==> src/rtl/interface_demux.sv <==
// Egress demux: pops frames from the shared frame buffer into up to four per-MAC tx FIFO pairs.
// Define INTERFACE_DEMUX_MCAST_EN to write a frame to every destination port at once.
module interface_demux #(
    parameter logic [10:0] LEN_MAX = 11'd1518
) (
    input  logic        clk_sys,
    input  logic        rstn_sys,
    output logic        sfifo_rd,
    input  logic [7:0]  sfifo_dout,
    output logic        ptr_sfifo_rd,
    input  logic [19:0] ptr_sfifo_dout,
    input  logic        ptr_sfifo_empty,
    output logic [3:0]  tx_data_fifo_wr,
    output logic [7:0]  tx_data_fifo_din,
    input  logic [3:0]  tx_data_fifo_afull,
    output logic [3:0]  tx_ptr_fifo_wr,
    output logic [15:0] tx_ptr_fifo_din,
    input  logic [3:0]  tx_ptr_fifo_full,
    output logic [15:0] drop_cnt
);

    typedef enum logic [2:0] {
        StIdle, StPtrRd, StPtrWait, StArb, StXfer, StDrop, StPtrWr
    } state_t;

    state_t      r_state, w_state_d;
    logic [3:0]  r_dst, r_src;
    logic [10:0] r_len, r_cnt;
    logic        r_wr_en;
    logic [15:0] r_drop_cnt;

    logic [3:0]  w_masked, w_eff;
    logic        w_bad, w_busy, w_rd_more;
    logic        w_unused;

    assign w_unused = ptr_sfifo_dout[11];

    // Never reflect a frame back to the port it came from.
    assign w_masked = r_dst & ~r_src;
`ifdef INTERFACE_DEMUX_MCAST_EN
    assign w_eff = w_masked;
`else
    assign w_eff = w_masked & (~w_masked + 4'd1);
`endif

    assign w_bad     = (w_eff == 4'd0) || (r_len == 11'd0) || (r_len > LEN_MAX);
    assign w_busy    = |((tx_data_fifo_afull | tx_ptr_fifo_full) & w_eff);
    assign w_rd_more = (r_cnt != r_len);

    always_comb begin
        w_state_d      = r_state;
        sfifo_rd       = 1'b0;
        ptr_sfifo_rd   = 1'b0;
        tx_ptr_fifo_wr = 4'd0;
        unique case (r_state)
            StIdle:    if (!ptr_sfifo_empty) w_state_d = StPtrRd;
            StPtrRd: begin
                ptr_sfifo_rd = 1'b1;
                w_state_d    = StPtrWait;
            end
            StPtrWait: w_state_d = StArb;
            StArb: begin
                if (w_bad)        w_state_d = StDrop;
                else if (!w_busy) w_state_d = StXfer;
            end
            // Stay one cycle past the last read so the final byte is written.
            StXfer: begin
                if (w_rd_more) sfifo_rd = 1'b1;
                else           w_state_d = StPtrWr;
            end
            StDrop: begin
                if (w_rd_more) sfifo_rd = 1'b1;
                else           w_state_d = StIdle;
            end
            StPtrWr: begin
                tx_ptr_fifo_wr = w_eff;
                w_state_d      = StIdle;
            end
            default:   w_state_d = StIdle;
        endcase
    end

    assign tx_data_fifo_wr  = r_wr_en ? w_eff : 4'd0;
    assign tx_data_fifo_din = r_wr_en ? sfifo_dout : 8'd0;
    assign tx_ptr_fifo_din  = (r_state == StPtrWr) ? {r_src, 1'b0, r_len} : 16'd0;
    assign drop_cnt         = r_drop_cnt;

    always_ff @(posedge clk_sys or negedge rstn_sys) begin
        if (!rstn_sys) begin
            r_state    <= StIdle;
            r_dst      <= 4'd0;
            r_src      <= 4'd0;
            r_len      <= 11'd0;
            r_cnt      <= 11'd0;
            r_wr_en    <= 1'b0;
            r_drop_cnt <= 16'd0;
        end else begin
            r_state <= w_state_d;
            if (r_state == StPtrWait) begin
                r_dst <= ptr_sfifo_dout[19:16];
                r_src <= ptr_sfifo_dout[15:12];
                r_len <= ptr_sfifo_dout[10:0];
            end
            if (r_state == StArb) r_cnt <= 11'd0;
            else if (sfifo_rd)    r_cnt <= r_cnt + 11'd1;
            r_wr_en <= (r_state == StXfer) && sfifo_rd;
            if ((r_state == StDrop) && !w_rd_more && (r_drop_cnt != 16'hFFFF)) begin
                r_drop_cnt <= r_drop_cnt + 16'd1;
            end
        end
    end

endmodule

==> config.mk <==
export PLATFORM = sky130hd
export DESIGN_NAME = interface_demux
export DESIGN_NICKNAME = d
export VERILOG_FILES = /design/src/rtl/interface_demux.sv
export SDC_FILE = /design/constraint.sdc
export NUM_CORES = 1
export LEC_CHECK = 0
export ABC_AREA = 1
export CAP_MARGIN = 15
export CORE_MARGIN = 2
export CORE_UTILIZATION = 52
export CTS_CLUSTER_DIAMETER = 120
export CTS_CLUSTER_SIZE = 12
export DETAILED_ROUTE_END_ITERATION = 10
export GPL_TIMING_DRIVEN = 0
export HOLD_SLACK_MARGIN = 0.1
export PLACE_DENSITY_LB_ADDON = 0.05
export SYNTH_ARGS = -nofsm -noshare
export SYNTH_HDL_FRONTEND = slang
export SYNTH_SLANG_ARGS = --single-unit
==> constraint.sdc <==
create_clock -name clk_sys -period 2.35 [get_ports clk_sys]
set_input_delay 0.47 -clock clk_sys [delete_from_list [all_inputs] [get_ports clk_sys]]
set_output_delay 0.47 -clock clk_sys [all_outputs]
set_load 0.05 [all_outputs]
Yosys cells after proc, flatten, opt, wreduce, memory -nomap -nowiden
Cells that the tools add are included.
{ "word_totals": {"reg_bits": 50, "word_cells": 57} }
{ "op_classes": {"n_bitwise": 6, "n_mux": 15, "eq_ne": 12, "n_addsub": 3, "order_cmp": 1, "reduce_logical": 13} }
{ "op_table": {"columns": ["cell", "count"], "rows": [
  ["11-bit 2-to-1 mux", 2],
  ["3-bit case mux with 6 select lines", 1],
  ["16-bit by 1-bit adder with 16-bit output (second input constant)", 1],
  ["16-bit 2-to-1 mux", 1],
  ["16-bit inequality test (second input constant)", 1],
  ["3-bit 2-to-1 mux", 5],
  ["4-bit AND", 3],
  ["11-bit by 1-bit adder with 11-bit output (second input constant)", 1],
  ["11-bit greater-than comparator (second input constant)", 1],
  ["11-bit logical NOT", 1],
  ["11-bit inequality test", 1],
  ["3-bit == test (second input constant)", 3],
  ["4-bit 2-to-1 mux", 2],
  ["8-bit 2-to-1 mux", 1],
  ["4-bit NOT", 2],
  ["3-bit by 2-bit == test with 1-bit output (second input constant)", 2],
  ["2-bit inequality test (second input constant)", 3],
  ["4-bit by 1-bit adder with 4-bit output (second input constant)", 1],
  ["4-bit logical NOT", 1],
  ["4-bit OR", 1],
  ["4-bit AND reduction", 1],
  ["4-bit OR reduction", 1],
  ["3-bit by 1-bit == test with 1-bit output (second input constant)", 1],
  ["1-bit logical AND", 3],
  ["other kinds (7)", 10]
]} }

Longest topological paths before layout
{ "logic_depth": {"word_depth": 10, "depth_mapped": 13} }

Least setup slack after synthesis
No wires, ideal clock.
{ "synth_path": {"path_kind": "register to output", "from": "register r_state[0]", "to": "output tx_ptr_fifo_din[10]", "path_slack_ns": 0.169, "arrival_ns": 1.711, "stages_incl_launch_ff": 5, "required_time_ns": 1.880, "cell_sequence": "dfrtp_1 > inv_1 > nand3_1 > clkbuf_1 > nor2_1"} }
{ "synth_via": {"elab_chain_cells": 2} }
{ "synth_lines": {"columns": ["item", "line", "source"], "rows": [
  ["start: declaration", "26", "state_t r_state, w_state_d;"],
  ["start signal: assignment", "90", "r_state <= StIdle;"],
  ["start signal: assignment", "98", "r_state <= w_state_d;"],
  ["3-bit == test", "85", "assign tx_ptr_fifo_din = (r_state == StPtrWr) ? {r_src, 1'b0, r_len} : 16'd0;"],
  ["16-bit 2-to-1 mux", "85", null],
  ["end: declaration", "17", "output logic [15:0] tx_ptr_fifo_din,"]
]} }
Every way passes these cells.

Worst setup path after layout
{ "layout_path": {"from": "register r_cnt[5]", "to": "output sfifo_rd"} }
{ "layout_via": {"elab_chain_cells": 3} }
{ "layout_lines": {"columns": ["item", "line", "source"], "rows": [
  ["start: declaration", "28", "logic [10:0] r_len, r_cnt;"],
  ["start signal: assignment", "105", "else if (sfifo_rd) r_cnt <= r_cnt + 11'd1;"],
  ["11-bit inequality test", "48", "assign w_rd_more = (r_cnt != r_len);"],
  ["1-bit 2-to-1 mux", "68, 72", null],
  ["1-bit 2-to-1 mux", null, null],
  ["end: declaration", "8", "output logic sfifo_rd,"]
]} }
Every way passes these cells.

==> impl_results.md <==
* Outcome: completed
* Syn Area/Cell at 7.17 sq um
* Hold_ws at approximately 480 ps
* Required @ worst endpoint at about 1900 ps
* Fin. Hold Viols at 0
* Top cell type's share of synthesized area at 0.399
* Io pins at 89
* Leakage at ~2.1 nW
* Global router's overall resource usage at 0.244
* Worst setup path start: r_cnt[5]
* Cts bufs inserted at 5
* Die H at ~80 um
* Clock buffer depth at 2
* FF+latch count, synth at 50
* DRT antenna net count at 0
* Layout cell share with drive strength beyond 1 at 0.119
* Most used DFF post-synth: dfrtp_1
* Via count at 3139
* YS warnings at 0
* Synthesized cell area at about 3100 sq um
* Crit-path slowest cell: dfrtp_1
* Final setup violation count at 0
* Critical Path Start Type: register
* Met3 WL at ~440 um
* Max incr delay on CP at between 400 and 500 ps
* Synth area leaders: dfrtp_1, nand2_1, inv_1, nor2_1, nand3_1
* Fillcell total at around 500
* Synth unique cells at 31
* Hold Path Class: register to register
* Die ar. at around 6700 sq um
* Post-synth top cells: nand2_1, inv_1, nor2_1, dfrtp_1, nand3_1
* Area occupied by multi-input gates at around 1600 sq um
* Combinational share of power at 0.505
* Max Clk Rate at 445 MHz
* Largest net degree at the start of global routing at 39
* Switching part of the total power at 0.469
* Post-Syn Nets at 479
* Slew margin rel. at 0.659
* Antenna violations before repair at 0
* WL met2 at between 3 and 4 mm
* Crit-path leading delay family: simple AND/OR/NAND/NOR gates
* Worst hold start: r_dst[0]
* Mapped Cells at between 400 and 500
* Dpl hpwl at 5.97 mm
* Port bufs at 86
* Cell Pwr Density at 872 nW/um^2
* N_diodes at 0
* Minimum clock period at about 2200 ps
* Placed cells at 600
* Worst Skew at 3.75 ps
* Clock power frac at 0.143
* Area leader, netlist: dfrtp_1
* Crit-path max FO at 10
* Core box area at approximately 5900 sq um
* Slew @ Worst Pin at between 500 and 600 ps
* CTS tree: done
* Initial DRC Count at 86
* CTS H-tree lvls at 2
* WL/cell at ~13 um
* Max Cap Violations at 0
* Ys async rst share at 1.00
* Data arrival, critical path at approximately 1800 ps
* Psw at 1.73 mW
* First-pass GRT wire length at 12.6 mm
* Final #Nets at 580
* Vias/cell at 5.10
* Worst path bufs/invs at 3
* Final Slew Violations at 0
* Most used standard cell by instance count after synthesis: nand2_1
* DRC viols at 0
* Power Total at roughly 3.7 mW
* Int Power at between 1.5 and 2 mW
* 1st-pass router iterations at 4
* WL final at 7.88 mm
* Fin cells at about 620
* Vias in the first global route at 2790
* Sequential share of power at 0.352
* Critical Path End Type: output port
* Later-pin clock latency in the skew report at 310 ps
* Final period utilization at 0.955
* Most common cell type on the critical path: buf_6
* Layout area overhead at 34.7%
* Worst VDD drop at about 470 uV
* RSZ-0062 raised after global routing: no
* Final core occ at 0.718
* Core Rows at 28
* Clock root buffer: clkbuf_8
* Total congestion overflow at 0
* Clock Sink Count at 50
* Crit-path cells: xnor2_1 > nand2_1 > nor2_2 > nand3_4 > nand2_8 > inv_2 > buf_6 > buf_6
* Seq. cell area at approximately 1300 sq um
* Worst R2R Start: r_state[2]
* Highest metal layer with signal wires: met4
* Wire length on met1 at roughly 3.3 mm
* Seq/Total Area, Yosys at 0.399
* CTS clk-pin slew, worst paths at about 90 ps
* Initial core utilization at 0.533
* Critical path type: register to output port
* GPL Wtd Cong at approximately 0.85
* Die X at 81.7 um
* Number of synthesized flops with an enable pin at 0
[layout make-up]
cell class,count,area share
clock buffers,7,0.0204
plain buffers,13,0.0222
flip-flops and latches,50,0.296
repair buffers,94,0.207
well taps,75,0.0222
multi-input cells,318,0.380
clock inverters,1,0.00118
inverters,57,0.0506
[repair_timing]
item	4_1_cts	5_1_grt
gates resized for setup	91	16
buffers inserted	0	6
gates cloned	0	0
hold endpoints to repair	12	0
hold buffers	1	0
pin swaps	0	2
setup endpoints to repair	28	27
[final timing paths]
kind	to	slack [ps]	depth (start not counted)
worst max-delay path	sfifo_rd	100	8
worst min-delay path	r_dst[0]	480	2
worst max register to register	r_len[10]	600	5
worst min register to register	r_dst[0]	480	2
max in group asynchronous	r_len[3]	1250	3
min in group asynchronous	drop_cnt[10]	580	2
[worst register-to-register path, cell delays in order, from the launching register on]
cell and delay (ps):
dfrtp_1 470, nor2_1 180, inv_1 90, nor2_2 350, clkbuf_1 390, o21ai_0 150
[logic make-up (layout without fill, tap and decap cells)]
logic type      count (synthesis)  after routing  synth area share
other cells                     1              1           0.00119
flops                          50             50             0.399
fa+ha+maj                       2              2           0.00797
simple gates                  252            252             0.352
buf+inv                        70            172            0.0976
compound gates                 34             34            0.0618
xor+xnor                       29             29            0.0809
[cell usage in the layout (no fill, tap or decap), drive strengths merged]
cell type / instances
nand2: 133
nor2: 58
inv: 57
clkdlybuf4s50: 52
dfrtp: 50
nand3: 39
o21ai: 30
buf: 27
xor2: 15
clkbuf: 15
xnor2: 14
nor3: 11
nand3b: 8
clkdlybuf4s15: 8
dlygate4sd2: 6
dlymetal6s2s: 5
nand4: 2
a21oi: 2
ha: 2
or2: 1
a211oi: 1
a21boi: 1
conb: 1
clkinv: 1
dlygate4sd3: 1
[power by group through the flow]
stage,Clock (mW),Combinational [mW],Sequential (mW)
final,0.526,1.86,1.30
after global routing,0.580,2.07,1.33
after CTS,0.533,1.80,1.30
after detailed placement,0,1.82,1.31
after global placement,0,1.77,1.30
after floorplan,0,1.32,1.26
[metal layers]
metal  vias to the layer above  global-route usage
li1                       1558                   -
met3                        18              0.0571
met1                      1462               0.303
met4                         0              0.0850
met2                       101               0.418
met5                         -                   0
[state kept, by name (all words and copies together), names as in the netlist]
signal,flops
r_wr_en,1
r_src,4
r_cnt,11
r_state,3
r_dst,4
r_len,11
drop_cnt,16
[through the flow]
step / setup TNS, ps / worst slack [ps] / cell area, sq um
floorplan: 0 / 169 / 3140
CTS: 0 / 0.218 / 4170
global route: 0 / 3.13 / 4230
detailed placement: -4540 / -377 / 4110
finish: 0 / 105 / 4230
global placement: -36620 / -645 / 4090
No activity file was read; power rests on OpenSTA's default activity.
